==> config.mk <==
export PLATFORM = sky130hd
export DESIGN_NAME = led_pattern_monitor
export DESIGN_NICKNAME = d
export VERILOG_FILES = /design/src/rtl/led_pattern_monitor.sv
export SDC_FILE = /design/constraint.sdc
export NUM_CORES = 1
export LEC_CHECK = 0
export ABC_CLOCK_PERIOD_IN_PS = 3000
export BUFFER_PORTS_ARGS = -buffer_cell sky130_fd_sc_hd__buf_2
export CAP_MARGIN = 10
export CORE_ASPECT_RATIO = 0.75
export CORE_UTILIZATION = 30
export DETAILED_ROUTE_END_ITERATION = 16
export PLACE_DENSITY = 0.53
export RECOVER_POWER = 25
export SLEW_MARGIN = 20
export SYNTH_ARGS = -nofsm -noshare
export SYNTH_HDL_FRONTEND = slang
export SYNTH_SLANG_ARGS = --single-unit
==> constraint.sdc <==
create_clock -name clock -period 3 [get_ports clock]
set_input_delay 0 -clock clock [delete_from_list [all_inputs] [get_ports clock]]
set_output_delay 0 -clock clock [all_outputs]
set_load 0.01 [all_outputs]
==> src/rtl/led_pattern_monitor.sv <==
// led_pattern_monitor: observes the LED position/colour buses and recovers the
// shift rate, the active colour and whether the pattern is still advancing.
// It also raises sticky error flags for illegal patterns.
// Optional build macro LED_SEQ_CHECK_EN adds o_err[3]. When it is set, every
// step must be a rotate-left-by-one of the previous pattern.
module led_pattern_monitor #(
  parameter int NB_LEDS    = 4,
  parameter int NB_COUNTER = 16,
  parameter int LIM_R0     = 64,
  parameter int LIM_R1     = 128,
  parameter int LIM_R2     = 256,
  parameter int LIM_R3     = 512,
  parameter int TOL        = 2
) (
  input  logic               clock,
  input  logic               i_reset,
  input  logic [NB_LEDS-1:0] i_led,
  input  logic [NB_LEDS-1:0] i_led_b,
  input  logic [NB_LEDS-1:0] i_led_g,
  input  logic               i_clr,
  output logic [1:0]         o_speed,
  output logic               o_color,
  output logic               o_valid,
  output logic               o_running,
`ifdef LED_SEQ_CHECK_EN
  output logic [3:0]         o_err
`else
  output logic [2:0]         o_err
`endif
);

`ifdef LED_SEQ_CHECK_EN
  localparam int NB_ERR = 4;
`else
  localparam int NB_ERR = 3;
`endif

  // Interval arithmetic uses one extra bit so LIM-TOL and counter+1 never wrap.
  localparam int W = NB_COUNTER + 1;
  localparam logic [NB_COUNTER:0] LO_R0     = W'(LIM_R0 - TOL);
  localparam logic [NB_COUNTER:0] HI_R0     = W'(LIM_R0 + TOL);
  localparam logic [NB_COUNTER:0] LO_R1     = W'(LIM_R1 - TOL);
  localparam logic [NB_COUNTER:0] HI_R1     = W'(LIM_R1 + TOL);
  localparam logic [NB_COUNTER:0] LO_R2     = W'(LIM_R2 - TOL);
  localparam logic [NB_COUNTER:0] HI_R2     = W'(LIM_R2 + TOL);
  localparam logic [NB_COUNTER:0] LO_R3     = W'(LIM_R3 - TOL);
  localparam logic [NB_COUNTER:0] HI_R3     = W'(LIM_R3 + TOL);
  localparam logic [NB_COUNTER:0] STALL_LIM = W'(LIM_R3 + TOL);
  localparam logic [NB_COUNTER-1:0] CNT_MAX = {NB_COUNTER{1'b1}};
  localparam logic [NB_LEDS-1:0]    LEDS_ZERO = {NB_LEDS{1'b0}};

  typedef enum logic [1:0] {
    ST_IDLE   = 2'd0,
    ST_SYNC   = 2'd1,
    ST_LOCKED = 2'd2,
    ST_STALL  = 2'd3
  } state_t;

  // True when v has exactly one bit set.
  function automatic logic is_onehot(input logic [NB_LEDS-1:0] v);
    return (v != LEDS_ZERO) && ((v & (v - NB_LEDS'(1))) == LEDS_ZERO);
  endfunction

  // True when iv lies inside the inclusive window [lo, hi].
  function automatic logic in_window(input logic [NB_COUNTER:0] iv,
                                     input logic [NB_COUNTER:0] lo,
                                     input logic [NB_COUNTER:0] hi);
    return (iv >= lo) && (iv <= hi);
  endfunction

`ifdef LED_SEQ_CHECK_EN
  // Rotate left by one position, MSB wraps into bit 0.
  function automatic logic [NB_LEDS-1:0] rotl1(input logic [NB_LEDS-1:0] v);
    return {v[NB_LEDS-2:0], v[NB_LEDS-1]};
  endfunction
`endif

  logic [NB_LEDS-1:0]    led_q, led_dly_q, led_b_q, led_g_q;
  logic [NB_COUNTER-1:0] cnt_q, cnt_d;
  state_t                state_q, state_d;
  logic [1:0]            speed_q, speed_d;
  logic                  color_q, color_d;
  logic                  valid_q, valid_d;
  logic                  running_q, running_d;
  logic [NB_ERR-1:0]     err_q, err_d, err_new_s;
  logic                  change_s;
  logic [NB_COUNTER:0]   interval_s;
  logic                  match_s;
  logic [1:0]            rate_s;

  assign change_s   = (led_q != led_dly_q);
  // The counter is cleared on the event edge, so it reads one less than the interval.
  assign interval_s = {1'b0, cnt_q} + W'(1);

  // Input sampling stage and the one-cycle delayed position pattern.
  always_ff @(posedge clock or negedge i_reset) begin
    if (!i_reset) begin
      led_q     <= LEDS_ZERO;
      led_dly_q <= LEDS_ZERO;
      led_b_q   <= LEDS_ZERO;
      led_g_q   <= LEDS_ZERO;
    end else begin
      led_q     <= i_led;
      led_dly_q <= led_q;
      led_b_q   <= i_led_b;
      led_g_q   <= i_led_g;
    end
  end

  // Interval classification: the lowest matching rate index wins.
  always_comb begin
    match_s = 1'b0;
    rate_s  = 2'd0;
    if (in_window(interval_s, LO_R0, HI_R0)) begin
      match_s = 1'b1;
      rate_s  = 2'd0;
    end else if (in_window(interval_s, LO_R1, HI_R1)) begin
      match_s = 1'b1;
      rate_s  = 2'd1;
    end else if (in_window(interval_s, LO_R2, HI_R2)) begin
      match_s = 1'b1;
      rate_s  = 2'd2;
    end else if (in_window(interval_s, LO_R3, HI_R3)) begin
      match_s = 1'b1;
      rate_s  = 2'd3;
    end else begin
      match_s = 1'b0;
      rate_s  = 2'd0;
    end
  end

  // Next-state logic for the FSM, the counter, the recovered settings and the errors.
  always_comb begin
    state_d   = state_q;
    speed_d   = speed_q;
    color_d   = color_q;
    valid_d   = valid_q;
    err_new_s = {NB_ERR{1'b0}};

    if (change_s) begin
      cnt_d = {NB_COUNTER{1'b0}};
    end else if (cnt_q != CNT_MAX) begin
      cnt_d = cnt_q + NB_COUNTER'(1);
    end else begin
      cnt_d = cnt_q;
    end

    case (state_q)
      ST_IDLE: begin
        if (change_s) begin
          state_d = ST_SYNC;
        end else begin
          state_d = ST_IDLE;
        end
      end
      ST_SYNC, ST_LOCKED: begin
        if (change_s) begin
          if (match_s) begin
            speed_d = rate_s;
            valid_d = 1'b1;
            state_d = ST_LOCKED;
          end else begin
            err_new_s[2] = 1'b1;
            valid_d      = 1'b0;
            state_d      = ST_SYNC;
          end
        end else if ({1'b0, cnt_q} > STALL_LIM) begin
          state_d = ST_STALL;
        end else begin
          state_d = state_q;
        end
      end
      ST_STALL: begin
        if (change_s) begin
          state_d = ST_SYNC;
        end else begin
          state_d = ST_STALL;
        end
      end
      default: begin
        state_d = ST_IDLE;
      end
    endcase

    // Colour is tracked every cycle. An ambiguous colour holds the last value.
    if ((led_b_q != LEDS_ZERO) && (led_g_q == LEDS_ZERO)) begin
      color_d = 1'b0;
    end else if ((led_g_q != LEDS_ZERO) && (led_b_q == LEDS_ZERO)) begin
      color_d = 1'b1;
    end else if ((led_b_q != LEDS_ZERO) || (led_q != LEDS_ZERO)) begin
      err_new_s[1] = 1'b1;
    end else begin
      color_d = color_q;
    end

    if ((state_q != ST_IDLE) && !is_onehot(led_q)) begin
      err_new_s[0] = 1'b1;
    end else begin
      err_new_s[0] = err_new_s[0];
    end

`ifdef LED_SEQ_CHECK_EN
    if (change_s && ((state_q == ST_SYNC) || (state_q == ST_LOCKED)) &&
        (led_q != rotl1(led_dly_q))) begin
      err_new_s[3] = 1'b1;
    end else begin
      err_new_s[3] = err_new_s[3];
    end
`endif

    // A clear and a fresh error in the same cycle leave the fresh error set.
    if (i_clr) begin
      err_d = err_new_s;
    end else begin
      err_d = err_q | err_new_s;
    end

    running_d = (state_d == ST_LOCKED);
  end

  // State, counter and output registers.
  always_ff @(posedge clock or negedge i_reset) begin
    if (!i_reset) begin
      state_q   <= ST_IDLE;
      cnt_q     <= {NB_COUNTER{1'b0}};
      speed_q   <= 2'd0;
      color_q   <= 1'b0;
      valid_q   <= 1'b0;
      running_q <= 1'b0;
      err_q     <= {NB_ERR{1'b0}};
    end else begin
      state_q   <= state_d;
      cnt_q     <= cnt_d;
      speed_q   <= speed_d;
      color_q   <= color_d;
      valid_q   <= valid_d;
      running_q <= running_d;
      err_q     <= err_d;
    end
  end

  assign o_speed   = speed_q;
  assign o_color   = color_q;
  assign o_valid   = valid_q;
  assign o_running = running_q;
  assign o_err     = err_q;

endmodule
==> results of run 1 <==
-- cell usage after synthesis (2+ instances only) --
master,n,area (um2)
clkbuf_1,6,22.5
a21o_1,4,30.0
nor4_1,3,18.8
nand4b_1,2,17.5
o21ai_1,2,10.0
a211oi_1,3,22.5
nand3_1,7,35.0
nand3_2,2,20.0
o2bb2ai_1,2,17.5
buf_2,6,30.0
mux2i_1,2,20.0
o21ai_0,13,65.1
xor2_1,2,17.5
o211ai_1,2,15.0
and4_1,2,17.5
nand2b_1,4,25.0
or2_2,3,18.8
nand2_1,15,56.3
nor3_1,12,60.1
o22ai_1,3,18.8
a221oi_1,2,17.5
o21a_1,2,15.0
nor2_1,19,71.3
xnor2_1,12,105
ha_1,8,100
a31oi_1,6,37.5
a21oi_1,20,100
nand4_1,6,37.5
dfrtp_1,42,1050
inv_1,12,45.0
or4_1,2,15.0
-- what timing repair did --
action                                 4_1_cts  5_1_grt
hold buffers                                14        0
setup endpoints to repair                    0        1
gates resized for setup                      0        1
endpoints found under the hold margin       57        0
-- sequential cells by signal (all words and copies together), names as in the netlist --
signal     flops
state_q        2
o_color        1
led_b_q        4
o_err          3
led_g_q        4
o_running      1
cnt_q         16
o_valid        1
led_q          4
o_speed        2
led_dly_q      4
-- through the flow --
| stage | std cells | hold slack (ps) | utilization, % | power, W |
|---|---|---|---|---|
| after global routing | 403 | 330 | 37.7 | 0.00141 |
| after floorplan | 257 | -296 | - | 0.000732 |
| after CTS | 403 | 321 | 37.8 | 0.00136 |
| final | 403 | 333 | 37.7 | 0.00134 |
| after global placement | 381 | 108 | 34.2 | 0.000792 |
| after detailed placement | 381 | 109 | 34.2 | 0.000794 |
-- kinds of logic (layout without fill, tap and decap cells) --
logic type               Yosys count  count (layout)  synth area share [%]
multiplexers                       4               4                  1.74
adder cells (fa/ha/maj)            8               8                  4.10
buffers and inverters             26              67                  4.46
AO/OA/AOI/OAI                     70              70                  18.6
AND/OR/NAND/NOR                   93              93                  23.1
XOR/XNOR                          14              14                  5.02
flip-flops                        42              42                  43.0
-- per-layer routing --
layer / vias up / track usage [%]
li1: 1020 / -
met5: - / 0
met3: 5 / 2.44
met1: 971 / 22.3
met2: 32 / 18.5
met4: 0 / 3.33
-- power by group --
| part | switching [W] | internal, W |
|---|---|---|
| Clock | 0.000212 | 0.000334 |
| Sequential | 0.0000197 | 0.000596 |
| Combinational | 0.000101 | 0.0000764 |
-- worst max-delay path, delay by kind of cell (launching register included) --
family	cells	cell delay [ps]
muxes	1	340
DFF	1	400
buffers and inverters	2	240
adders and majority gates	1	370
and+or+nand+nor	2	620
AOI/OAI and AO/OA	3	640
-- worst max-delay path by stage --
stage | startpoint | endpoint | slack, ps | cells past startpoint
global placement | cnt_q[0] | o_speed[0] | 360 | 9
detailed placement | cnt_q[0] | o_speed[0] | 230 | 8
global route | cnt_q[3] | o_speed[0] | 70 | 7
CTS | cnt_q[0] | o_speed[0] | 210 | 8
finish | cnt_q[0] | o_speed[0] | 280 | 9
floorplan | cnt_q[0] | o_speed[0] | 460 | 9
-- layout make-up --
cell class	count	area (um2)	area share [%]
clock inverter	3	68.8	2.32
inverter	13	48.8	1.64
clock buffer	5	68.8	2.32
sequential	42	1050	35.4
timing repair buffer	46	317	10.7
tap	105	131	4.42
multi-input combinational	189	1280	43.3
==> impl_metrics.tcl, run 1 <==
set metrics [dict create \
    critPathMaxFanout 11 \
    syn_area_per_cell_um2 9.50 \
    fp.dieH_um 80.1 \
    hold_depth 2 \
    wl_met1_um 3140 \
    critPathLaunchType "flip-flop" \
    run_status "completed" \
    core_mm2 0.00788 \
    finalHoldViolations 0 \
    clock_path_buffers 2 \
    gp_congestion 0.839 \
    diodes 0 \
    gr-total-overflow 0 \
    min_to "led_q[2]" \
    layout-drive-gt1-share_pct 17.4 \
    maxCapViolations 0 \
    dpl-instance-area_mm2 0.00270 \
    final_common_cell "dfrtp_1" \
    syn_nets 280 \
    initialDrtViolationCount 159 \
    fp-row-count 28 \
    setup_viol 0 \
    worst_pin_slew_ps 907 \
    ir_worst_vdd_uv 220 \
    fin_nets 320 \
    antenna_left 0 \
    finalCritPeriodShare_pct 90.8 \
    cts_root_buffer "clkbuf_8" \
    criticalPathCategory "flip-flop to flip-flop" \
    top_layer_used "met4" \
    leakagePower_nw 1.21 \
    die_w_um 106 \
    post_cts_buffers 0 \
    dp_slack_ps 230 \
    cp.arrival_ps 2920 \
    die_area_mm2 0.00851 \
    drv_slew 0 \
    vias 2028 \
    cpMaxStageDelayCell "or4_4" \
    synth_cells 257 \
    initial_core_util_pct 31.0 \
    synth_edf_count 0 \
    final_cell_mix "dfrtp_1 (42), a21oi_1 (20), nor2_1 (19), nand2_1 (15), buf_2 (15)" \
    antenna_found_initial 0 \
    reg2reg_to "o_speed[0]" \
    design_area_mm2 0.00297 \
    grt_pass1_vias 1826 \
    rsz0062_at_grt "false" \
    critPathMaxStageDelay_ps 440 \
    setup_tns_ps 0 \
    synth-main-ff-cell "dfrtp_1" \
    wl_met2_um 2130 \
    fin_ws_ps 275 \
    insertion_delay_ps 300 \
    required_ps 3190 \
    grt_first_pass_wirelength_um 9240 \
    clk_pin_slew_worst_paths_ps 90 \
    area_delta_synth_final_pct 21.6 \
    nFillCells 800 \
    fin_crit_ps 2720 \
    io-pin-count 23 \
    ys_ff_latch 42 \
    drc 0 \
    yosys_warnings 0 \
    hold_path.class "primary input to flip-flop" \
    syn_area_mm2 0.00244 \
    r2r_slack_ps 280 \
    max_freq_mhz 367 \
    first_pass_iters 4 \
    timing.slew.headroom_pct 39.5 \
    reg2reg_depth 9 \
    routedWlPerCell_um 13.6 \
    grt_start_max_net_pins 43 \
    htreeDepth 2 \
    vias_per_cell 5.03 \
    wirelength_um 5470 \
    async_reset_ff_share_pct 100 \
    gr-usage-all-layers_pct 13.9 \
    ys_seq_area_share_pct 43.0 \
    crit_chain "buf_4 -> inv_1 -> ha_1 -> a221oi_1 -> or4_4 -> nand3b_4 -> o22a_2 -> a211oi_2 -> mux2_1" \
    ys_types 62 \
    hpwl_um 3950 \
    port_buffers 22 \
    cts_sinks 42 \
    fin_skew_ps 7.45 \
    power.density_mw_per_mm2 451 \
    dr_wl_met3_um 142 \
    crit_path_end_kind "flip-flop" \
    min_from "i_led[2]" \
    timing.rr.start "cnt_q[0]" \
    cts_tree "yes" \
    cts_buffers 5 \
]
(Power assumes the default switching activity.)
==> run 2: changes to the inputs <==
Settings changed: CORE_UTILIZATION 30 to 40, PLACE_DENSITY 0.53 to 0.65, SLEW_MARGIN 20 to not set.
==> impl_metrics.tcl, run 2 (synthesis results as in run 1) <==
set metrics [dict create \
    grt_pass1_vias 1906 \
    cpMaxStageDelayCell "dfrtp_1" \
    max_freq_mhz 360 \
    gr-usage-all-layers_pct 18.5 \
    fin_ws_ps 224 \
    finalHoldViolations 0 \
    die_area_mm2 0.00643 \
    vias 2036 \
    timing.slew.headroom_pct 40.1 \
    fin_skew_ps 8.18 \
    grt_first_pass_wirelength_um 9270 \
    reg2reg_to "o_speed[0]" \
    cpLargestDelayFamily "compound AO/OA/AOI/OAI gates" \
    cp.arrival_ps 2960 \
    min_from "i_led[2]" \
    nFillCells 566 \
    fp.dieH_um 69.7 \
    largest_register_ffs 16 \
    cts_sinks 42 \
    fp-row-count 24 \
    setup_viol 0 \
    diodes 0 \
    ir_worst_vdd_uv 220 \
    layout-drive-gt1-share_pct 17.5 \
    die_w_um 92.2 \
    clk_pin_slew_worst_paths_ps 80 \
    grt_start_max_net_pins 43 \
    crit_path_end_kind "flip-flop" \
    cts_tree "yes" \
    critPathMaxFanout 8 \
    timing.rr.start "cnt_q[0]" \
    hold_path.class "primary input to flip-flop" \
    htreeDepth 2 \
    min_to "led_q[2]" \
    fin_crit_ps 2780 \
    rsz0062_at_grt "false" \
    cp.buffers_inverters 2 \
    multi_input_area_mm2 0.00128 \
    reg2reg_depth 9 \
    dp_slack_ps 185 \
    top_register "cnt_q" \
    clock_path_buffers 2 \
    critPathMaxStageDelay_ps 460 \
    worst_pin_slew_ps 898 \
    initialDrtViolationCount 124 \
    wirelength_um 5340 \
    leakagePower_nw 1.19 \
    required_ps 3180 \
    critPathLaunchType "flip-flop" \
    cts_root_buffer "clkbuf_8" \
    io-pin-count 23 \
    antenna_left 0 \
    core_mm2 0.00586 \
    gp_congestion 0.897 \
    maxCapViolations 0 \
    fin_nets 319 \
    final_cell_mix "dfrtp_1 (41), a21oi_1 (20), nor2_1 (19), nand2_1 (15), buf_2 (15)" \
    routedWlPerCell_um 14.2 \
    antenna_found_initial 0 \
    setup_tns_ps 0 \
    drv_slew 0 \
    first_pass_iters 4 \
    run_status "completed" \
    r2r_slack_ps 220 \
    insertion_delay_ps 300 \
    criticalPathCategory "flip-flop to flip-flop" \
    power.density_mw_per_mm2 409 \
    port_buffers 22 \
    cts_buffers 5 \
    hpwl_um 3830 \
    finalCritPeriodShare_pct 92.5 \
    vias_per_cell 5.43 \
    gr-total-overflow 0 \
    hold_depth 2 \
    crit_chain "buf_4 -> inv_1 -> ha_1 -> a221oi_1 -> or4_4 -> nand3b_4 -> o22a_2 -> a211oi_2 -> mux2_1" \
    area_delta_synth_final_pct 18.2 \
    final_common_cell "dfrtp_1" \
    drc 0 \
    initial_core_util_pct 41.7 \
    final-seq-area_mm2 0.00105 \
]
[run 2: cell type report]
class | count | area share [%]
tap | 78 | 3.38
clock buffer | 6 | 2.86
inverter | 13 | 1.69
multi-input combinational | 189 | 44.5
timing repair buffer | 45 | 10.7
clock inverter | 2 | 0.433
sequential | 42 | 36.4
[run 2: power breakdown]
part	switching, W	total (W)	internal (W)
sequential	0.0000201	0.000616	0.000596
clock	0.000199	0.000384	0.000185
combinational	0.000105	0.000181	0.0000754
[run 2: timing repair]
item	CTS	global route
hold buffers	14	0
hold endpoints to repair	57	0
setup endpoints to repair	0	1
setup buffers	0	0
resized for setup	0	2
[run 2: how the worst max path moves through the flow]
stage | from | to | slack [ps] | depth (start not counted)
finish | cnt_q[0] | o_speed[0] | 220 | 9
global route | cnt_q[3] | o_speed[0] | 30 | 7
CTS | cnt_q[0] | o_speed[0] | 150 | 8
detailed placement | cnt_q[0] | o_speed[0] | 180 | 8
global placement | cnt_q[0] | o_speed[0] | 300 | 8
floorplan | cnt_q[0] | o_speed[0] | 460 | 9
[run 2: per-stage QoR]
step	util [%]	instance area (um2)	power, W	std cells	hold slack, ps
floorplan	-	2440	0.000732	257	-296
global placement	45.4	2660	0.000790	353	107
detailed placement	45.4	2660	0.000795	353	109
CTS	49.4	2890	0.00119	375	318
global route	49.3	2890	0.00125	375	325
finish	49.3	2890	0.00118	375	322
[run 2: per-layer routing]
layer  routed length, um  vias to the layer above  part of all wire, %  track usage (%)
li1                    -                     1020                    -                -
met1                2760                      954                   52             28.9
met2                2230                       54                   42             25.2
met3                 273                        8                  5.1             3.62
met4                  72                        0                  1.3             5.90
met5                   0                        -                    0                0
